[config.mk]
export PLATFORM = sky130hd
export DESIGN_NAME = id_ex_stage_flat
export DESIGN_NICKNAME = d
export VERILOG_FILES = /design/src/rtl/id_ex_stage_pkg.sv /design/src/rtl/id_ex_stage_if.sv /design/src/rtl/id_ex_stage_fwd_mux.sv /design/src/rtl/id_ex_stage.sv /design/src/flat_wrapper.sv
export SDC_FILE = /design/constraint.sdc
export NUM_CORES = 1
export LEC_CHECK = 0
export BUFFER_PORTS_ARGS = -buffer_cell sky130_fd_sc_hd__buf_2
export CAP_MARGIN = 0
export CORE_AREA = 2 2 119 121
export DETAILED_ROUTE_END_ITERATION = 10
export DIE_AREA = 0 0 121 123
export PLACE_DENSITY = 0.76
export SLEW_MARGIN = 15
export SYNTH_ARGS = -nofsm -noshare
export SYNTH_HDL_FRONTEND = slang
export SYNTH_HIERARCHICAL = 1
export SYNTH_SLANG_ARGS = --single-unit
[constraint.sdc]
create_clock -name clk -period 2.18 [get_ports clk]
set_input_delay 0.218 -clock clk [delete_from_list [all_inputs] [get_ports clk]]
set_output_delay 0.218 -clock clk [all_outputs]
set_load 0.005 [all_outputs]
[src/rtl/id_ex_stage_pkg.sv]
// Shared widths, ALU opcodes and payload types for the ID/EX pipeline register.
// Optional feature macro: ID_EX_FORWARD_EN (MEM/WB operand forwarding).
package id_ex_stage_pkg;

  localparam int unsigned DATA_WIDTH     = 32;
  localparam int unsigned REG_ADDR_WIDTH = 5;
  localparam int unsigned ALU_OP_WIDTH   = 4;

  typedef logic [DATA_WIDTH-1:0]     data_t;
  typedef logic [REG_ADDR_WIDTH-1:0] reg_addr_t;
  typedef logic [ALU_OP_WIDTH-1:0]   alu_op_t;

  localparam alu_op_t ALU_ADD   = 4'd0;
  localparam alu_op_t ALU_SUB   = 4'd1;
  localparam alu_op_t ALU_AND   = 4'd2;
  localparam alu_op_t ALU_OR    = 4'd3;
  localparam alu_op_t ALU_XOR   = 4'd4;
  localparam alu_op_t ALU_SLT   = 4'd5;
  localparam alu_op_t ALU_SLL   = 4'd6;
  localparam alu_op_t ALU_SRL   = 4'd7;
  localparam alu_op_t ALU_PASS2 = 4'd8;

  localparam reg_addr_t ZERO_REG = '0;

  typedef struct packed {
    logic reg_write;
    logic mem_read;
    logic mem_write;
  } ctrl_t;

  // Everything latched by the stage on one edge.
  typedef struct packed {
    logic      valid;
    alu_op_t   alu_op;
    reg_addr_t rs;
    reg_addr_t rt;
    reg_addr_t rd;
    logic      alu_src;
    ctrl_t     ctrl;
    data_t     data1;
    data_t     data2;
    data_t     imm;
  } ex_reg_t;

  // A writer matches a source if it writes, targets it, and it is not r0.
  function automatic logic fwd_hit(input logic wr, input reg_addr_t rd, input reg_addr_t src);
    return wr && (rd == src) && (src != ZERO_REG);
  endfunction

endpackage

[src/rtl/id_ex_stage_if.sv]
// Decode-side, forwarding and execute-side buses around the ID/EX register.
interface id_ex_stage_if;
  import id_ex_stage_pkg::*;

  logic      stall;
  logic      flush;
  logic      id_valid;
  alu_op_t   id_alu_op;
  reg_addr_t id_rs;
  reg_addr_t id_rt;
  reg_addr_t id_rd;
  data_t     id_reg_data1;
  data_t     id_reg_data2;
  data_t     id_imm;
  logic      id_alu_src;
  logic      id_reg_write;
  logic      id_mem_read;
  logic      id_mem_write;

  logic      mem_reg_write;
  reg_addr_t mem_rd;
  data_t     mem_result;
  logic      wb_reg_write;
  reg_addr_t wb_rd;
  data_t     wb_result;

  logic      ex_valid;
  alu_op_t   ex_alu_op;
  data_t     ex_data1;
  data_t     ex_data2;
  data_t     ex_store_data;
  reg_addr_t ex_rd;
  logic      ex_reg_write;
  logic      ex_mem_read;
  logic      ex_mem_write;
  logic      load_use_stall;

  modport master (
    output stall, flush, id_valid, id_alu_op, id_rs, id_rt, id_rd,
           id_reg_data1, id_reg_data2, id_imm, id_alu_src,
           id_reg_write, id_mem_read, id_mem_write,
           mem_reg_write, mem_rd, mem_result, wb_reg_write, wb_rd, wb_result,
    input  ex_valid, ex_alu_op, ex_data1, ex_data2, ex_store_data, ex_rd,
           ex_reg_write, ex_mem_read, ex_mem_write, load_use_stall
  );

  modport slave (
    input  stall, flush, id_valid, id_alu_op, id_rs, id_rt, id_rd,
           id_reg_data1, id_reg_data2, id_imm, id_alu_src,
           id_reg_write, id_mem_read, id_mem_write,
           mem_reg_write, mem_rd, mem_result, wb_reg_write, wb_rd, wb_result,
    output ex_valid, ex_alu_op, ex_data1, ex_data2, ex_store_data, ex_rd,
           ex_reg_write, ex_mem_read, ex_mem_write, load_use_stall
  );
endinterface

[src/rtl/id_ex_stage_fwd_mux.sv]
// Resolves one source operand against the MEM and WB write-back buses.
module fwd_mux
  import id_ex_stage_pkg::*;
(
  input  reg_addr_t src,
  input  data_t     reg_val,
  input  logic      mem_reg_write,
  input  reg_addr_t mem_rd,
  input  data_t     mem_result,
  input  logic      wb_reg_write,
  input  reg_addr_t wb_rd,
  input  data_t     wb_result,
  output data_t     fwd_val_c
);

  // Youngest writer (MEM) has priority over WB; r0 never forwards.
  always_comb begin
    fwd_val_c = reg_val;
    if (fwd_hit(mem_reg_write, mem_rd, src)) begin
      fwd_val_c = mem_result;
    end else if (fwd_hit(wb_reg_write, wb_rd, src)) begin
      fwd_val_c = wb_result;
    end
  end

endmodule

[src/rtl/id_ex_stage.sv]
// ID/EX pipeline register: latches decode fields, forwards operands, and
// raises load_use_stall / inserts bubbles on RAW hazards.
// Optional feature macro: ID_EX_FORWARD_EN. Without it the operands are the
// latched values and any RAW hazard against EX/MEM/WB bubbles instead.
module id_ex_stage
  import id_ex_stage_pkg::*;
(
  input logic         clk,
  input logic         reset,
  id_ex_stage_if.slave bus
);

  ex_reg_t cur_q;
  ex_reg_t nxt;
  data_t   rs_val_c;
  data_t   rt_val_c;
  logic    hazard_c;
  logic    load_use_c;

  // True when a nonzero destination matches either decode source (rt always).
  function automatic logic src_match(input reg_addr_t rd, input reg_addr_t rs, input reg_addr_t rt);
    return (rd != ZERO_REG) && ((rd == rs) || (rd == rt));
  endfunction

`ifdef ID_EX_FORWARD_EN
  fwd_mux u_fwd_rs (
    .src           (cur_q.rs),
    .reg_val       (cur_q.data1),
    .mem_reg_write (bus.mem_reg_write),
    .mem_rd        (bus.mem_rd),
    .mem_result    (bus.mem_result),
    .wb_reg_write  (bus.wb_reg_write),
    .wb_rd         (bus.wb_rd),
    .wb_result     (bus.wb_result),
    .fwd_val_c     (rs_val_c)
  );

  fwd_mux u_fwd_rt (
    .src           (cur_q.rt),
    .reg_val       (cur_q.data2),
    .mem_reg_write (bus.mem_reg_write),
    .mem_rd        (bus.mem_rd),
    .mem_result    (bus.mem_result),
    .wb_reg_write  (bus.wb_reg_write),
    .wb_rd         (bus.wb_rd),
    .wb_result     (bus.wb_result),
    .fwd_val_c     (rt_val_c)
  );

  // Only a load in EX cannot be forwarded in time.
  always_comb begin
    hazard_c = bus.id_valid && cur_q.valid && cur_q.ctrl.mem_read &&
               src_match(cur_q.rd, bus.id_rs, bus.id_rt);
  end
`else
  logic unused_fwd_data;

  assign rs_val_c        = cur_q.data1;
  assign rt_val_c        = cur_q.data2;
  assign unused_fwd_data = ^{bus.mem_result, bus.wb_result};

  // No bypass network: any in-flight writer of a source must drain first.
  always_comb begin
    hazard_c = bus.id_valid &&
               ((cur_q.valid && cur_q.ctrl.reg_write && src_match(cur_q.rd, bus.id_rs, bus.id_rt)) ||
                (bus.mem_reg_write && src_match(bus.mem_rd, bus.id_rs, bus.id_rt)) ||
                (bus.wb_reg_write && src_match(bus.wb_rd, bus.id_rs, bus.id_rt)));
  end
`endif

  assign load_use_c = hazard_c && !bus.stall;

  // Next-state: flush > stall > hazard bubble > normal capture.
  always_comb begin
    nxt = cur_q;
    if (bus.flush) begin
      nxt = '0;
    end else if (bus.stall) begin
      // Hold, but refresh operands so a write-back during the stall sticks.
      nxt.data1 = rs_val_c;
      nxt.data2 = rt_val_c;
    end else if (load_use_c) begin
      nxt = '0;
    end else begin
      nxt.valid          = bus.id_valid;
      nxt.alu_op         = bus.id_alu_op;
      nxt.rs             = bus.id_rs;
      nxt.rt             = bus.id_rt;
      nxt.rd             = bus.id_rd;
      nxt.alu_src        = bus.id_alu_src;
      nxt.ctrl.reg_write = bus.id_reg_write && bus.id_valid;
      nxt.ctrl.mem_read  = bus.id_mem_read  && bus.id_valid;
      nxt.ctrl.mem_write = bus.id_mem_write && bus.id_valid;
      nxt.data1          = bus.id_reg_data1;
      nxt.data2          = bus.id_reg_data2;
      nxt.imm            = bus.id_imm;
    end
  end

  // Stage register with synchronous reset.
  always_ff @(posedge clk) begin
    if (reset) begin
      cur_q <= '0;
    end else begin
      cur_q <= nxt;
    end
  end

  assign bus.ex_valid       = cur_q.valid;
  assign bus.ex_alu_op      = cur_q.alu_op;
  assign bus.ex_data1       = rs_val_c;
  assign bus.ex_data2       = cur_q.alu_src ? cur_q.imm : rt_val_c;
  assign bus.ex_store_data  = rt_val_c;
  assign bus.ex_rd          = cur_q.rd;
  assign bus.ex_reg_write   = cur_q.ctrl.reg_write;
  assign bus.ex_mem_read    = cur_q.ctrl.mem_read;
  assign bus.ex_mem_write   = cur_q.ctrl.mem_write;
  assign bus.load_use_stall = load_use_c;

endmodule

[src/flat_wrapper.sv]
// flat-port wrapper written by rule: the top's interface ports become plain ports
module id_ex_stage_flat import id_ex_stage_pkg::*;
  (clk, reset, bus_stall, bus_flush, bus_id_valid, bus_id_alu_op, bus_id_rs, bus_id_rt, bus_id_rd, bus_id_reg_data1, bus_id_reg_data2, bus_id_imm, bus_id_alu_src, bus_id_reg_write, bus_id_mem_read, bus_id_mem_write, bus_mem_reg_write, bus_mem_rd, bus_mem_result, bus_wb_reg_write, bus_wb_rd, bus_wb_result, bus_ex_valid, bus_ex_alu_op, bus_ex_data1, bus_ex_data2, bus_ex_store_data, bus_ex_rd, bus_ex_reg_write, bus_ex_mem_read, bus_ex_mem_write, bus_load_use_stall);
  id_ex_stage_if bus_i ();
  input logic clk;
  input logic reset;
  input wire logic [$bits(bus_i.stall)-1:0] bus_stall;
  input wire logic [$bits(bus_i.flush)-1:0] bus_flush;
  input wire logic [$bits(bus_i.id_valid)-1:0] bus_id_valid;
  input wire logic [$bits(bus_i.id_alu_op)-1:0] bus_id_alu_op;
  input wire logic [$bits(bus_i.id_rs)-1:0] bus_id_rs;
  input wire logic [$bits(bus_i.id_rt)-1:0] bus_id_rt;
  input wire logic [$bits(bus_i.id_rd)-1:0] bus_id_rd;
  input wire logic [$bits(bus_i.id_reg_data1)-1:0] bus_id_reg_data1;
  input wire logic [$bits(bus_i.id_reg_data2)-1:0] bus_id_reg_data2;
  input wire logic [$bits(bus_i.id_imm)-1:0] bus_id_imm;
  input wire logic [$bits(bus_i.id_alu_src)-1:0] bus_id_alu_src;
  input wire logic [$bits(bus_i.id_reg_write)-1:0] bus_id_reg_write;
  input wire logic [$bits(bus_i.id_mem_read)-1:0] bus_id_mem_read;
  input wire logic [$bits(bus_i.id_mem_write)-1:0] bus_id_mem_write;
  input wire logic [$bits(bus_i.mem_reg_write)-1:0] bus_mem_reg_write;
  input wire logic [$bits(bus_i.mem_rd)-1:0] bus_mem_rd;
  input wire logic [$bits(bus_i.mem_result)-1:0] bus_mem_result;
  input wire logic [$bits(bus_i.wb_reg_write)-1:0] bus_wb_reg_write;
  input wire logic [$bits(bus_i.wb_rd)-1:0] bus_wb_rd;
  input wire logic [$bits(bus_i.wb_result)-1:0] bus_wb_result;
  output wire logic [$bits(bus_i.ex_valid)-1:0] bus_ex_valid;
  output wire logic [$bits(bus_i.ex_alu_op)-1:0] bus_ex_alu_op;
  output wire logic [$bits(bus_i.ex_data1)-1:0] bus_ex_data1;
  output wire logic [$bits(bus_i.ex_data2)-1:0] bus_ex_data2;
  output wire logic [$bits(bus_i.ex_store_data)-1:0] bus_ex_store_data;
  output wire logic [$bits(bus_i.ex_rd)-1:0] bus_ex_rd;
  output wire logic [$bits(bus_i.ex_reg_write)-1:0] bus_ex_reg_write;
  output wire logic [$bits(bus_i.ex_mem_read)-1:0] bus_ex_mem_read;
  output wire logic [$bits(bus_i.ex_mem_write)-1:0] bus_ex_mem_write;
  output wire logic [$bits(bus_i.load_use_stall)-1:0] bus_load_use_stall;
  assign bus_i.stall = bus_stall;
  assign bus_i.flush = bus_flush;
  assign bus_i.id_valid = bus_id_valid;
  assign bus_i.id_alu_op = bus_id_alu_op;
  assign bus_i.id_rs = bus_id_rs;
  assign bus_i.id_rt = bus_id_rt;
  assign bus_i.id_rd = bus_id_rd;
  assign bus_i.id_reg_data1 = bus_id_reg_data1;
  assign bus_i.id_reg_data2 = bus_id_reg_data2;
  assign bus_i.id_imm = bus_id_imm;
  assign bus_i.id_alu_src = bus_id_alu_src;
  assign bus_i.id_reg_write = bus_id_reg_write;
  assign bus_i.id_mem_read = bus_id_mem_read;
  assign bus_i.id_mem_write = bus_id_mem_write;
  assign bus_i.mem_reg_write = bus_mem_reg_write;
  assign bus_i.mem_rd = bus_mem_rd;
  assign bus_i.mem_result = bus_mem_result;
  assign bus_i.wb_reg_write = bus_wb_reg_write;
  assign bus_i.wb_rd = bus_wb_rd;
  assign bus_i.wb_result = bus_wb_result;
  assign bus_ex_valid = bus_i.ex_valid;
  assign bus_ex_alu_op = bus_i.ex_alu_op;
  assign bus_ex_data1 = bus_i.ex_data1;
  assign bus_ex_data2 = bus_i.ex_data2;
  assign bus_ex_store_data = bus_i.ex_store_data;
  assign bus_ex_rd = bus_i.ex_rd;
  assign bus_ex_reg_write = bus_i.ex_reg_write;
  assign bus_ex_mem_read = bus_i.ex_mem_read;
  assign bus_ex_mem_write = bus_i.ex_mem_write;
  assign bus_load_use_stall = bus_i.load_use_stall;
  id_ex_stage u_core (.clk(clk), .reset(reset), .bus(bus_i));
endmodule
## Word-level counts from Yosys, hierarchy flattened

Cells that the tools add are included.

| word-level totals | value |
|---|---|
| logic and storage cells | 40 |
| input port bits | 200 |
| register bits | 110 |
| output and inout port bits | 110 |

| operators by class | value |
|---|---|
| reductions and logical operators | 22 |
| muxes and demuxes | 2 |
| equality and inequality tests | 6 |

Operator list:

| kind | number |
|---|---|
| $mux W120 | 1 |
| $mux W32 | 1 |
| $eq A5 B5 Y1 | 6 |
| $reduce_bool A5 Y1 | 3 |
| $logic_and A1 B1 Y1 | 12 |
| $logic_or A1 B1 Y1 | 5 |
| $reduce_or A2 Y1 | 1 |
| $logic_not A1 Y1 | 1 |

## Longest topological paths before layout

| logic depth | value |
|---|---|
| word-level depth | 9 |
| mapped depth | 7 |
| gate-level depth less buffers | 5 |

## Worst setup path after synthesis

Ideal clock, no wire load.

| timing path | value |
|---|---|
| kind | reg2out |
| start | reg u_core.cur_q, in the netlist u_core/bus.ex_rd[4] |
| end | out bus_load_use_stall |
| required time | 1962 ps |
| path buffers | 2 |
| cell stages (with the launch flop) | 7 |
| data arrival time | 1749 ps |
| setup slack | 213 ps |
| cells stage by stage | dfxtp_1 > or3_1 > o311a_1 > a222oi_1 > buf_2 > buf_4 > nor3b_1 |

| between the ends | value |
|---|---|
| longest elaborated chain between the ends | 8 |
| elaborated cells between the ends (all ways) | 10 |
| those cells by class | 2 x eq/ne; 8 x reduce/logical |

RTL lines:

| element | RTL line | RTL |
|---|---|---|
| start, declared | id_ex_stage.sv:13 | `ex_reg_t cur_q;` |
| start signal, assigned | id_ex_stage.sv:105 | `cur_q <= nxt;` |
| $eq A5 B5 Y1 | id_ex_stage.sv:22 | `return (rd != ZERO_REG) && ((rd == rs) \|\| (rd == rt));` |
| $logic_or A1 B1 Y1 | id_ex_stage.sv:22 |  |
| $logic_and A1 B1 Y1 * | id_ex_stage.sv:22 |  |
| $logic_and A1 B1 Y1 * | id_ex_stage.sv:65 | `((cur_q.valid && cur_q.ctrl.reg_write && src_match(cur_q.rd, bus.id_rs, bus.id_rt)) \|\|` |
| $logic_or A1 B1 Y1 * | id_ex_stage.sv:65 |  |
| $logic_or A1 B1 Y1 * | id_ex_stage.sv:66 | `(bus.mem_reg_write && src_match(bus.mem_rd, bus.id_rs, bus.id_rt)) \|\|` |
| $logic_and A1 B1 Y1 * | id_ex_stage.sv:64 | `hazard_c = bus.id_valid &&` |
| $logic_and A1 B1 Y1 * | id_ex_stage.sv:71 | `assign load_use_c = hazard_c && !bus.stall;` |
| end, declared | flat_wrapper.sv:36 | `output wire logic [$bits(bus_i.load_use_stall)-1:0] bus_load_use_stall;` |

Mark *: on every way between the ends. The rest lies on a longest branch, timed or not.

## Worst setup path after layout

Ends and elaborated chain as after synthesis.

==> flow_summary.json <==
{
  "hold_ws_ns": 0.100,
  "yosysMostFrequentCell": "dfxtp_1",
  "synth_common_cells": "dfxtp_1 (110), a22o_1 (107), a31o_1 (106), buf_4 (82), clkbuf_1 (39)",
  "cpPeakStageDelay_ns": 0.37,
  "worst_pin_slew_ns": 0.559,
  "top_layer": "met4",
  "cp_top_family": "compound AO/OA/AOI/OAI gates",
  "timing.rr.start": "u_core/bus.ex_rd[4]",
  "ys_types": 21,
  "start_util_pct": 41.5,
  "die_y_um": 123,
  "wl_met2_um": 8050,
  "p_sw_share_pct": 24.5,
  "intPower_w": 0.00366,
  "p_leak_nw": 3.31,
  "rsz0062_at_grt": "true",
  "area_growth_pct": 25.7,
  "violations": "negative setup slack",
  "cts_root_buffer": "clkbuf_16",
  "ys_seq_elements": 110,
  "drtAntennaViolNets": 0,
  "cp.required_ns": 1.96,
  "grt_usage_pct": 19.6,
  "remaining_drc_errors": 0,
  "io_pins": 310,
  "pwr-share-clk_pct": 38.9,
  "clk_pin_slew_ns": 0.08,
  "clockBufferDepth": 2,
  "startpoint": "u_core/bus.ex_rd[4]",
  "synth_top_cell_by_area": "dfxtp_1",
  "numPortBuffers": 245,
  "postCtsHoldBufs": 0,
  "p_comb_share_pct": 16.1,
  "min_from": "bus_id_imm[26]",
  "antenna_found_initial": 1,
  "synth_area_leaders": "dfxtp_1 (39%), a22o_1 (17%), a31o_1 (16%)",
  "drt_pass1_iterations": 4,
  "setup_viol": 1,
  "max_freq_mhz": 453,
  "gp_congestion": 0.897,
  "p_per_area_nw_per_um2": 683,
  "yosys.area.top_type_share_pct": 39.0,
  "worstSetupEndpointType": "output port",
  "avgSynthCellArea_um2": 10.5,
  "cts_buffers": 9,
  "nFillCells": 1241,
  "grt_pass1_vias": 4931,
  "die_w_um": 121,
  "route.met3.wl_um": 1200,
  "cts_max_level": 3,
  "hpwl_um": 10800,
  "hold_violations": 0,
  "grt_max_degree": 64,
  "dr.first_iter.drc_count": 267,
  "syn_nets": 738,
  "ys_seq_area_share_pct": 39.0,
  "core_area_um2": 13600,
  "finClkSkew_ns": 0.00882,
  "vdd_drop_max_v": 0.000335,
  "async_reset_ff_share_pct": 0,
  "critical_path_class": "register to output port",
  "wl_met1_um": 6220,
  "finalInstanceArea_um2": 7100,
  "synth_ff_type": "dfxtp_1",
  "period_needed_ns": 2.21,
  "power.switching_w": 0.00119,
  "cts_sinks": 110,
  "fin_cells": 884,
  "cap_violations": 0,
  "wire_per_inst_um": 17.9,
  "worstSkewPairLatency_ns": 0.35,
  "crit_fanout": 2,
  "place_area_um2": 6580,
  "die_area_um2": 14900,
  "crit_chain": "or3_4 -> o311a_1 -> a222oi_1 -> buf_4 -> nor3b_1 -> buf_2",
  "status": "finished, violations left",
  "fin_ws_ns": -0.0251,
  "worstPathArrival_ns": 1.99,
  "syn-cell-area_um2": 5650,
  "utilization_pct": 52.2,
  "vias": 4975,
  "cts_tree": "yes",
  "routed_wl_um": 15800,
  "num-nets-final": 898,
  "placementRows": 43,
  "via_per_inst": 5.63,
  "slowest_stage": "or3_4",
  "maxSlewViolCount": 0,
  "layout-drive-gt1-share_pct": 46.2,
  "grt_pass1_wl_um": 23700,
  "slew_headroom_pct": 62.4,
  "finalCritPeriodShare_pct": 101,
  "synthCells": 538,
  "hp-class": "input port to register",
  "setup_tns_ns": -0.0251,
  "place_inst": 857,
  "grt_overflow": 0,
  "seq_power_share_pct": 45.0,
  "cp_num_buf_inv": 2,
  "synth-edff-count": 0,
  "cp-start-kind": "register",
  "synth.yosys.warnings": 6
}
[metal layers]
layer | global-route usage, % | up-vias
met3 | 5.49 | 28
met1 | 22.3 | 2418
met4 | 8.72 | 0
met5 | 0 | -
li1 | - | 2335
met2 | 34.4 | 194
[cell type report]
class	instances	area [um^2]	area share [%]
well taps	180	225	3.17
repair buffers	272	1630	22.9
flip-flops and latches	110	2200	31.0
clock buffers	9	225	3.17
clock inverters	7	120	1.69
multi-input cells	305	2700	38.0
diodes	1	2.50	0.0352
[per-stage QoR]
step                      setup WS, ns  power [W]
final                          -0.0251    0.00485
after detailed placement        -0.161    0.00295
after global placement          -0.134    0.00292
after CTS                      -0.0573    0.00485
after floorplan                  0.213    0.00267
after global routing            -0.159    0.00506
[layout by cell type, fill, tap and decap left out, types with 3 or more instances in the layout]
cell and count:
a22o_1 107, dfxtp_1 109, buf_4 11, a31o_1 106
a32o_1 3, nand2_1 6, o22ai_1 3, mux2_2 32
nand3_1 6, bufinv_16 3, buf_2 245, clkbuf_16 13
buf_12 9, xnor2_1 30
[registers in the layout (all words and copies together) (netlist names)]
signal / cells
u_core/cur_q: 33
u_core/bus.ex_valid: 1
u_core/bus.ex_reg_write: 1
u_core/bus.ex_mem_read: 1
u_core/bus.ex_data1: 32
u_core/bus.ex_mem_write: 1
u_core/bus.ex_alu_op: 4
u_core/bus.ex_rd: 5
u_core/bus.ex_store_data: 32
[worst register-to-register path: cells and delay by family (launching register included)]
kind / cells / cell delay (ns)
flip-flops: 1 / 0.32
AND/OR/NAND/NOR: 1 / 0.37
AO/OA/AOI/OAI: 3 / 0.74
buffers and inverters: 4 / 0.63
[power groups by stage]
stage | clock (W) | sequential, W | combinational, W
finish | 0.00189 | 0.00218 | 0.000782
global route | 0.00202 | 0.00219 | 0.000844
CTS | 0.00194 | 0.00218 | 0.000734
detailed placement | 0 | 0.00223 | 0.000728
global placement | 0 | 0.00222 | 0.000699
floorplan | 0 | 0.00221 | 0.000456
[logic make-up after synthesis]
family,share of synthesized area (%)
buffers and inverters,13.7
and+or+nand+nor,1.88
xor gates and xnor gates,4.65
DFF,39.0
AOI/OAI and AO/OA,34.5
muxes,6.37
[what timing repair did]
action                                 CTS  global route
resized for setup                        0             7
pin swaps                                1            16
cloned                                   0             6
setup endpoints to repair               38            56
buffers inserted                         2             2
endpoints found under the hold margin    0             0
[path summary, 6_finish.rpt]
check / to / slack (ns) / cells after the start
setup / recovery: bus_load_use_stall / -0.03 / 6
hold / removal: u_core/cur_q[26] / 0.1 / 2
setup reg to reg: u_core/bus.ex_store_data[0] / 0.05 / 8
hold reg to reg: u_core/bus.ex_mem_read / 0.49 / 1
(Power assumes the default switching activity.)
